$ cat src/rtl/muldiv_pkg.sv
// Shared definitions for the iterative multiply/divide sequencer:
// op encoding, FSM states, ALU control codes and the iteration bound.
package muldiv_pkg;

   // op[0] selects divide, op[1] selects signed
   localparam int OP_DIV = 0;
   localparam int OP_SGN = 1;

   typedef enum logic [2:0] {
      IDLE,
      PREP_A,
      PREP_B,
      ITER,
      FIX_LO,
      FIX_HI,
      FIX_HC,
      DONE
   } state_t;

   localparam logic [3:0] ALUC_ADD = 4'b0000;
   localparam logic [3:0] ALUC_SUB = 4'b0100;  // X - Y
   localparam logic [3:0] ALUC_XOR = 4'b0010;

   localparam logic [4:0] ITER_LAST = 5'd31;

endpackage

$ cat src/rtl/muldiv_step.sv
// One iteration of shift-add multiply or restoring divide. Purely
// combinational: drives the shared ALU operands and folds the ALU result
// back into the next {hi,lo}. Carry/borrow is rebuilt from operand and
// result MSBs because the shared ALU exposes no carry output.
module muldiv_step
   import muldiv_pkg::*;
(
   input  logic        is_div,
   input  logic [31:0] hi,
   input  logic [31:0] lo,
   input  logic [31:0] m,
   input  logic [31:0] alu_r,
   output logic [31:0] x,
   output logic [31:0] y,
   output logic [3:0]  aluc,
   output logic [31:0] hi_nxt,
   output logic [31:0] lo_nxt
);

   logic [31:0] shifted;
   logic        top;
   logic        cb;

   // Operand select, carry/borrow recovery and next-state fold for one step
   always_comb begin
      shifted = {hi[30:0], lo[31]};
      top     = hi[31];
      x       = hi;
      y       = '0;
      aluc    = ALUC_ADD;
      cb      = 1'b0;
      hi_nxt  = hi;
      lo_nxt  = lo;
      if (is_div) begin
         // Partial remainder is 33 bits wide: 'top' is the bit shifted out
         x    = shifted;
         y    = m;
         aluc = ALUC_SUB;
         cb   = (~x[31] & y[31]) | (~(x[31] ^ y[31]) & alu_r[31]);
         if (top | ~cb) begin
            hi_nxt = alu_r;
            lo_nxt = {lo[30:0], 1'b1};
         end else begin
            hi_nxt = shifted;
            lo_nxt = {lo[30:0], 1'b0};
         end
      end else begin
         x    = hi;
         y    = lo[0] ? m : 32'd0;
         aluc = ALUC_ADD;
         cb   = (x[31] & y[31]) | ((x[31] | y[31]) & ~alu_r[31]);
         {hi_nxt, lo_nxt} = {cb, alu_r, lo[31:1]};
      end
   end

endmodule

$ cat src/rtl/muldiv_seq.sv
// Iterative 32x32 multiply/divide sequencer borrowing the core's ALU.
// While busy, the datapath operand mux hands alu_x/alu_y/alu_aluc to the
// ALU and alu_r comes straight back in the same cycle. Results in hi/lo.
// Build option: define MULDIV_SIGNED_EN to add signed operation (operand
// magnitude prep and result sign fix-up states); without it op[1] is
// ignored and every operation is unsigned.
module muldiv_seq
   import muldiv_pkg::*;
(
   input  logic        Clk,
   input  logic        Clrn,
   input  logic        start,
   input  logic [1:0]  op,
   input  logic [31:0] a,
   input  logic [31:0] b,
   input  logic        cancel,
   input  logic [31:0] alu_r,
   output logic [31:0] alu_x,
   output logic [31:0] alu_y,
   output logic [3:0]  alu_aluc,
   output logic        busy,
   output logic        done,
   output logic        div0,
   output logic [31:0] hi,
   output logic [31:0] lo
);

   state_t      state, state_nxt;
   logic [4:0]  count;
   logic [31:0] opa, opb;
   logic        is_div, div0_f;
   logic        accept, div_zero;
   logic [31:0] step_x, step_y, step_m, step_hi, step_lo;
   logic [3:0]  step_aluc;

`ifdef MULDIV_SIGNED_EN
   logic sgn_in, sgn, neg_a, neg_b, neg_q, lo_zero;
   assign sgn_in = op[OP_SGN];
   // Quotient and product share the same sign rule; remainder follows a
   assign neg_q  = neg_a ^ neg_b;
`else
   logic unused_sgn;
   assign unused_sgn = op[OP_SGN];
`endif

   // cancel beats start when both arrive in IDLE/DONE
   assign accept   = (state == IDLE || state == DONE) && start && !cancel;
   assign div_zero = op[OP_DIV] && (b == 32'd0);
   assign step_m   = is_div ? opb : opa;

   muldiv_step u_step (
      .is_div (is_div),
      .hi     (hi),
      .lo     (lo),
      .m      (step_m),
      .alu_r  (alu_r),
      .x      (step_x),
      .y      (step_y),
      .aluc   (step_aluc),
      .hi_nxt (step_hi),
      .lo_nxt (step_lo)
   );

   // State register
   always_ff @(posedge Clk or negedge Clrn) begin
      if (!Clrn) state <= IDLE;
      else       state <= state_nxt;
   end

   // Next-state, ALU drive and status outputs
   always_comb begin
      state_nxt = state;
      alu_x     = '0;
      alu_y     = '0;
      alu_aluc  = ALUC_ADD;
      busy      = (state != IDLE) && (state != DONE);
      done      = (state == DONE);
      div0      = (state == DONE) && div0_f;
      case (state)
         IDLE, DONE: begin
            state_nxt = IDLE;
            if (accept) begin
               if (div_zero)    state_nxt = DONE;
`ifdef MULDIV_SIGNED_EN
               else if (sgn_in) state_nxt = PREP_A;
`endif
               else             state_nxt = ITER;
            end
         end
         ITER: begin
            alu_x    = step_x;
            alu_y    = step_y;
            alu_aluc = step_aluc;
            if (count == ITER_LAST) begin
`ifdef MULDIV_SIGNED_EN
               state_nxt = sgn ? FIX_LO : DONE;
`else
               state_nxt = DONE;
`endif
            end
         end
`ifdef MULDIV_SIGNED_EN
         PREP_A: begin
            alu_y     = opa;
            alu_aluc  = ALUC_SUB;
            state_nxt = PREP_B;
         end
         PREP_B: begin
            alu_y     = opb;
            alu_aluc  = ALUC_SUB;
            state_nxt = ITER;
         end
         FIX_LO: begin
            alu_y     = lo;
            alu_aluc  = ALUC_SUB;
            state_nxt = FIX_HI;
         end
         FIX_HI: begin
            if (is_div) begin
               alu_y     = hi;
               alu_aluc  = ALUC_SUB;
               state_nxt = DONE;
            end else begin
               alu_x     = hi;
               alu_y     = 32'hFFFF_FFFF;
               alu_aluc  = ALUC_XOR;
               state_nxt = FIX_HC;
            end
         end
         FIX_HC: begin
            // Carry of the two's-complement negate of lo into the upper word
            alu_x     = hi;
            alu_y     = {31'd0, lo_zero};
            alu_aluc  = ALUC_ADD;
            state_nxt = DONE;
         end
`endif
         default: state_nxt = IDLE;
      endcase
      if (busy && cancel) state_nxt = IDLE;
   end

   // Operand latch, iteration and sign fix-up; a cancelled cycle writes nothing
   always_ff @(posedge Clk or negedge Clrn) begin
      if (!Clrn) begin
         count   <= '0;
         opa     <= '0;
         opb     <= '0;
         is_div  <= 1'b0;
         div0_f  <= 1'b0;
         hi      <= '0;
         lo      <= '0;
`ifdef MULDIV_SIGNED_EN
         sgn     <= 1'b0;
         neg_a   <= 1'b0;
         neg_b   <= 1'b0;
         lo_zero <= 1'b0;
`endif
      end else if (accept) begin
         is_div <= op[OP_DIV];
         opa    <= a;
         opb    <= b;
         count  <= '0;
         div0_f <= div_zero;
`ifdef MULDIV_SIGNED_EN
         sgn    <= sgn_in;
         neg_a  <= sgn_in & a[31];
         neg_b  <= sgn_in & b[31];
`endif
         if (div_zero) begin
            hi <= a;
            lo <= 32'hFFFF_FFFF;
         end else begin
            hi <= '0;
            lo <= op[OP_DIV] ? a : b;
         end
      end else if (!cancel) begin
         case (state)
            ITER: begin
               hi    <= step_hi;
               lo    <= step_lo;
               count <= count + 5'd1;
            end
`ifdef MULDIV_SIGNED_EN
            PREP_A: if (neg_a) opa <= alu_r;
            PREP_B: begin
               // Reload lo with the magnitude now that both operands are known
               if (neg_b) opb <= alu_r;
               hi <= '0;
               if (is_div)     lo <= opa;
               else if (neg_b) lo <= alu_r;
               else            lo <= opb;
            end
            FIX_LO: begin
               lo_zero <= (lo == 32'd0);
               if (neg_q) lo <= alu_r;
            end
            FIX_HI: if (is_div ? neg_a : neg_q) hi <= alu_r;
            FIX_HC: if (neg_q) hi <= alu_r;
`endif
            default: ;
         endcase
      end
   end

endmodule

$ cat config.mk
export PLATFORM = sky130hd
export DESIGN_NAME = muldiv_seq
export DESIGN_NICKNAME = d
export VERILOG_FILES = /design/src/rtl/muldiv_pkg.sv /design/src/rtl/muldiv_step.sv /design/src/rtl/muldiv_seq.sv
export SDC_FILE = /design/constraint.sdc
export NUM_CORES = 1
export LEC_CHECK = 0
export ABC_CLOCK_PERIOD_IN_PS = 6300
export CORE_ASPECT_RATIO = 1.2
export CORE_MARGIN = 4
export CORE_UTILIZATION = 50
export DETAILED_ROUTE_END_ITERATION = 10
export PLACE_DENSITY = 0.83
export SYNTH_ARGS = -nofsm -noshare
export SYNTH_HDL_FRONTEND = slang
export SYNTH_HIERARCHICAL = 1
export SYNTH_SLANG_ARGS = --single-unit
$ cat constraint.sdc
create_clock -name Clk -period 6.3 [get_ports Clk]
set_clock_uncertainty 0.15 [all_clocks]
set_input_delay 0.945 -clock Clk [delete_from_list [all_inputs] [get_ports Clk]]
set_output_delay 0.945 -clock Clk [all_outputs]
set_load 0.05 [all_outputs]
==> impl_metrics.env <==
export IMPL_drc=0
export IMPL_syn_area_mm2=0.00854
export IMPL_die_x_um=127
export IMPL_ctsRootBufferMaster="clkbuf_16"
export IMPL_synth_top_family_by_area="simple AND/OR/NAND/NOR gates"
export IMPL_synth_compound_area_frac=0.137
export IMPL_muxShareOfSynthArea=0.161
export IMPL_ff2ff_path_depth=7
export IMPL_grt_pass1_vias=7904
export IMPL_viasPerCell=5.77
export IMPL_min_period_ns=4.80
export IMPL_hold_class="flop to flop"
export IMPL_dominantRegCellSynth="dfrtp_1"
export IMPL_drv_slew=0
export IMPL_async_reset_ff_frac=1.00
export IMPL_seq_area_frac_synth=0.401
export IMPL_drt_antenna_violating_nets=0
export IMPL_synth_fa_ha_area_frac=0.00879
export IMPL_post_drt_wl_per_cell_um=19.9
export IMPL_peakVddDrop_v=0.000195
export IMPL_htree_levels=4
export IMPL_synth_area_leaders="dfrtp_1, mux2_2, nand2_1"
export IMPL_coreArea_mm2=0.0169
export IMPL_clk_latency_ns=0.43
export IMPL_final_layout_size_suffix_gt1_frac=0.126
export IMPL_area_growth_syn_to_layout_pct=33.5
export IMPL_slew_headroom=0.204
export IMPL_yosys_area_share_simple=0.238
export IMPL_rr_startpoint="state[2]"
export IMPL_ys_warn_count=6
export IMPL_cts_tree="yes"
export IMPL_hold_viol=0
export IMPL_drt_iter0_drc=579
export IMPL_fmax_mhz=208
export IMPL_post_cts_resize_count=0
export IMPL_synth_top_area_cell="dfrtp_1"
export IMPL_nets=1244
export IMPL_fin_util=0.676
export IMPL_grt_first_pass_wirelength_um=42900
export IMPL_grt_max_degree=102
export IMPL_initial_core_util=0.507
export IMPL_synth_xor_area_frac=0.00205
export IMPL_powerDensity_mw_per_mm2=362
export IMPL_p_leak_nw=4.87
export IMPL_maxCapViolations=0
export IMPL_synthCells=957
export IMPL_io_pins=237
export IMPL_dp_hpwl_um=18100
export IMPL_synth_avg_cell_area_um2=8.92
export IMPL_die_area_mm2=0.0192
export IMPL_setup_worst_path_start_class="flop"
export IMPL_post_cts_setup_buffers=0
export IMPL_required_ns=5.20
export IMPL_rrSetupSlack_ns=2.79
export IMPL_track_usage=0.283
export IMPL_antenna_found_initial=1
export IMPL_whs_endpoint="opa[23]"
export IMPL_hold_depth=2
export IMPL_gp_congestion=0.878
export IMPL_via_count=7864
export IMPL_min_from="opa[23]"
export IMPL_first_pass_iters=5
export IMPL_cts_inserted_buffers=17
export IMPL_path_class="flop to output port"
export IMPL_ctsHoldBuffers=0
export IMPL_r2r_end="lo[11]"
export IMPL_path_clk_slew_ns=0.06
export IMPL_cp_max_fo=74
export IMPL_period_share=0.762
export IMPL_cp_arrival_ns=3.71
export IMPL_setup_viol=0
export IMPL_die_h_um=151
export IMPL_diodes=0
export IMPL_clk_path_buf_depth=2
export IMPL_clock_sinks=137
export IMPL_crit_start="is_div"
export IMPL_rows=52
export IMPL_synth_edf_count=0
export IMPL_finalSetupTns_ns=0
export IMPL_totalWireLength_um=27100
export IMPL_port_buffers=232
export IMPL_synth_top_area_frac=0.401
export IMPL_rsz0062_at_grt="false"
export IMPL_synth_cell_types=40
export IMPL_grt_ovfl_total=0
export IMPL_synth_ff_latch_count=137
export IMPL_tightest_slew_ns=1.19
export IMPL_end_kind="output port"
export IMPL_status="finished, final reports clean"
## worst max-delay path, stage by stage (launching register included)
cell and delay [ns]:
dfrtp_4 1.07, buf_4 0.75, mux2_2 0.40, nor2b_1 0.13, and2_1 0.16, clkdlybuf4s50_1 0.72
## where the power goes
group | leakage (nW) | internal, mW | switching [mW] | total, mW
Combinational | 2.97 | 0.755 | 1.09 | 1.84
Clock | 0.275 | 0.592 | 0.379 | 0.972
Sequential | 1.63 | 1.08 | 0.235 | 1.31
Total | 4.87 | 2.43 | 1.70 | 4.13
## placed cells by master (no fill, tap or decap), drive strengths merged, types with 2 or more instances in the layout
master / instances
clkdlybuf4s50: 230
nand2: 204
dfrtp: 137
mux2: 94
and2: 69
a21oi: 68
nor2b: 59
o22ai: 51
nor2: 41
mux2i: 32
a221o: 32
clkbuf: 25
nand3: 23
o2bb2ai: 12
buf: 11
inv: 6
nor4: 6
and2b: 6
ha: 6
and4: 3
o21ai: 3
a21o: 3
conb: 3
nor3b: 3
clkinv: 3
nor3: 2
xnor2: 2
clkinvlp: 2
or2: 2
## final cells by class
type                            count  area (µm²)
Clock buffer                       25         505
Clock inverter                      6        63.8
Fill cell                        1353        5450
Inverter                            6        22.5
Multi-Input combinational cell    733        4720
Sequential cell                   137        3430
Tap cell                          216         270
Timing Repair Buffer              241        2390
## how the worst max path moves through the flow
stage | to | slack [ns] | cells after the start
2_1_floorplan | alu_y[14] | 3.46 | 5
3_3_place_gp | alu_y[2] | 1.96 | 5
3_5_place_dp | alu_y[2] | 1.98 | 5
4_1_cts | alu_y[2] | 1.51 | 5
5_1_grt | alu_y[3] | 1.38 | 5
6_report | alu_y[4] | 1.50 | 5
## flip-flops by register name, summed over array words and instances, names as in the netlist
register  count
div0_f        1
opa          32
state         2
is_div        1
lo           32
hi           32
opb          32
count         5
## stage by stage
stage               std cells  cell area [µm²]  hold WS, ns  setup WS (ns)  power, mW
CTS                      1364            11400        0.321           1.51       4.13
global placement         1333            10800        0.302           1.96       3.12
detailed placement       1333            10800        0.307           1.98       3.16
floorplan                 959             8550        0.290           3.46       2.56
finish                   1364            11400        0.318           1.50       4.13
global route             1364            11400        0.339           1.38       4.32
## Yosys cell counts (11+ instances only)
cell type  count
nor2_1        41
mux2i_1       32
a221o_1       32
o2bb2ai_1     12
nand3_1       23
nor2b_1       59
buf_4         11
mux2_2        94
and2_1        69
o22ai_1       51
clkbuf_1      46
nand2_1      204
buf_2         17
a21oi_1       67
dfrtp_1      137
## cells by family after synthesis
kind of cell / Yosys count
adders and majority gates: 6
other: 1
and+or+nand+nor: 422
muxes: 126
buffers and inverters: 89
DFF: 137
AOI/OAI and AO/OA: 174
xor gates and xnor gates: 2
## routing by layer
metal  vias to the layer above  track usage  wire length (µm)
met3                        54       0.0586              1970
met1                      3807        0.375             11300
met4                         2        0.115               793
li1                       3669            -                 -
met5                         -            0                 8
met2                       332        0.453             13100
(Power assumes the default switching activity.)
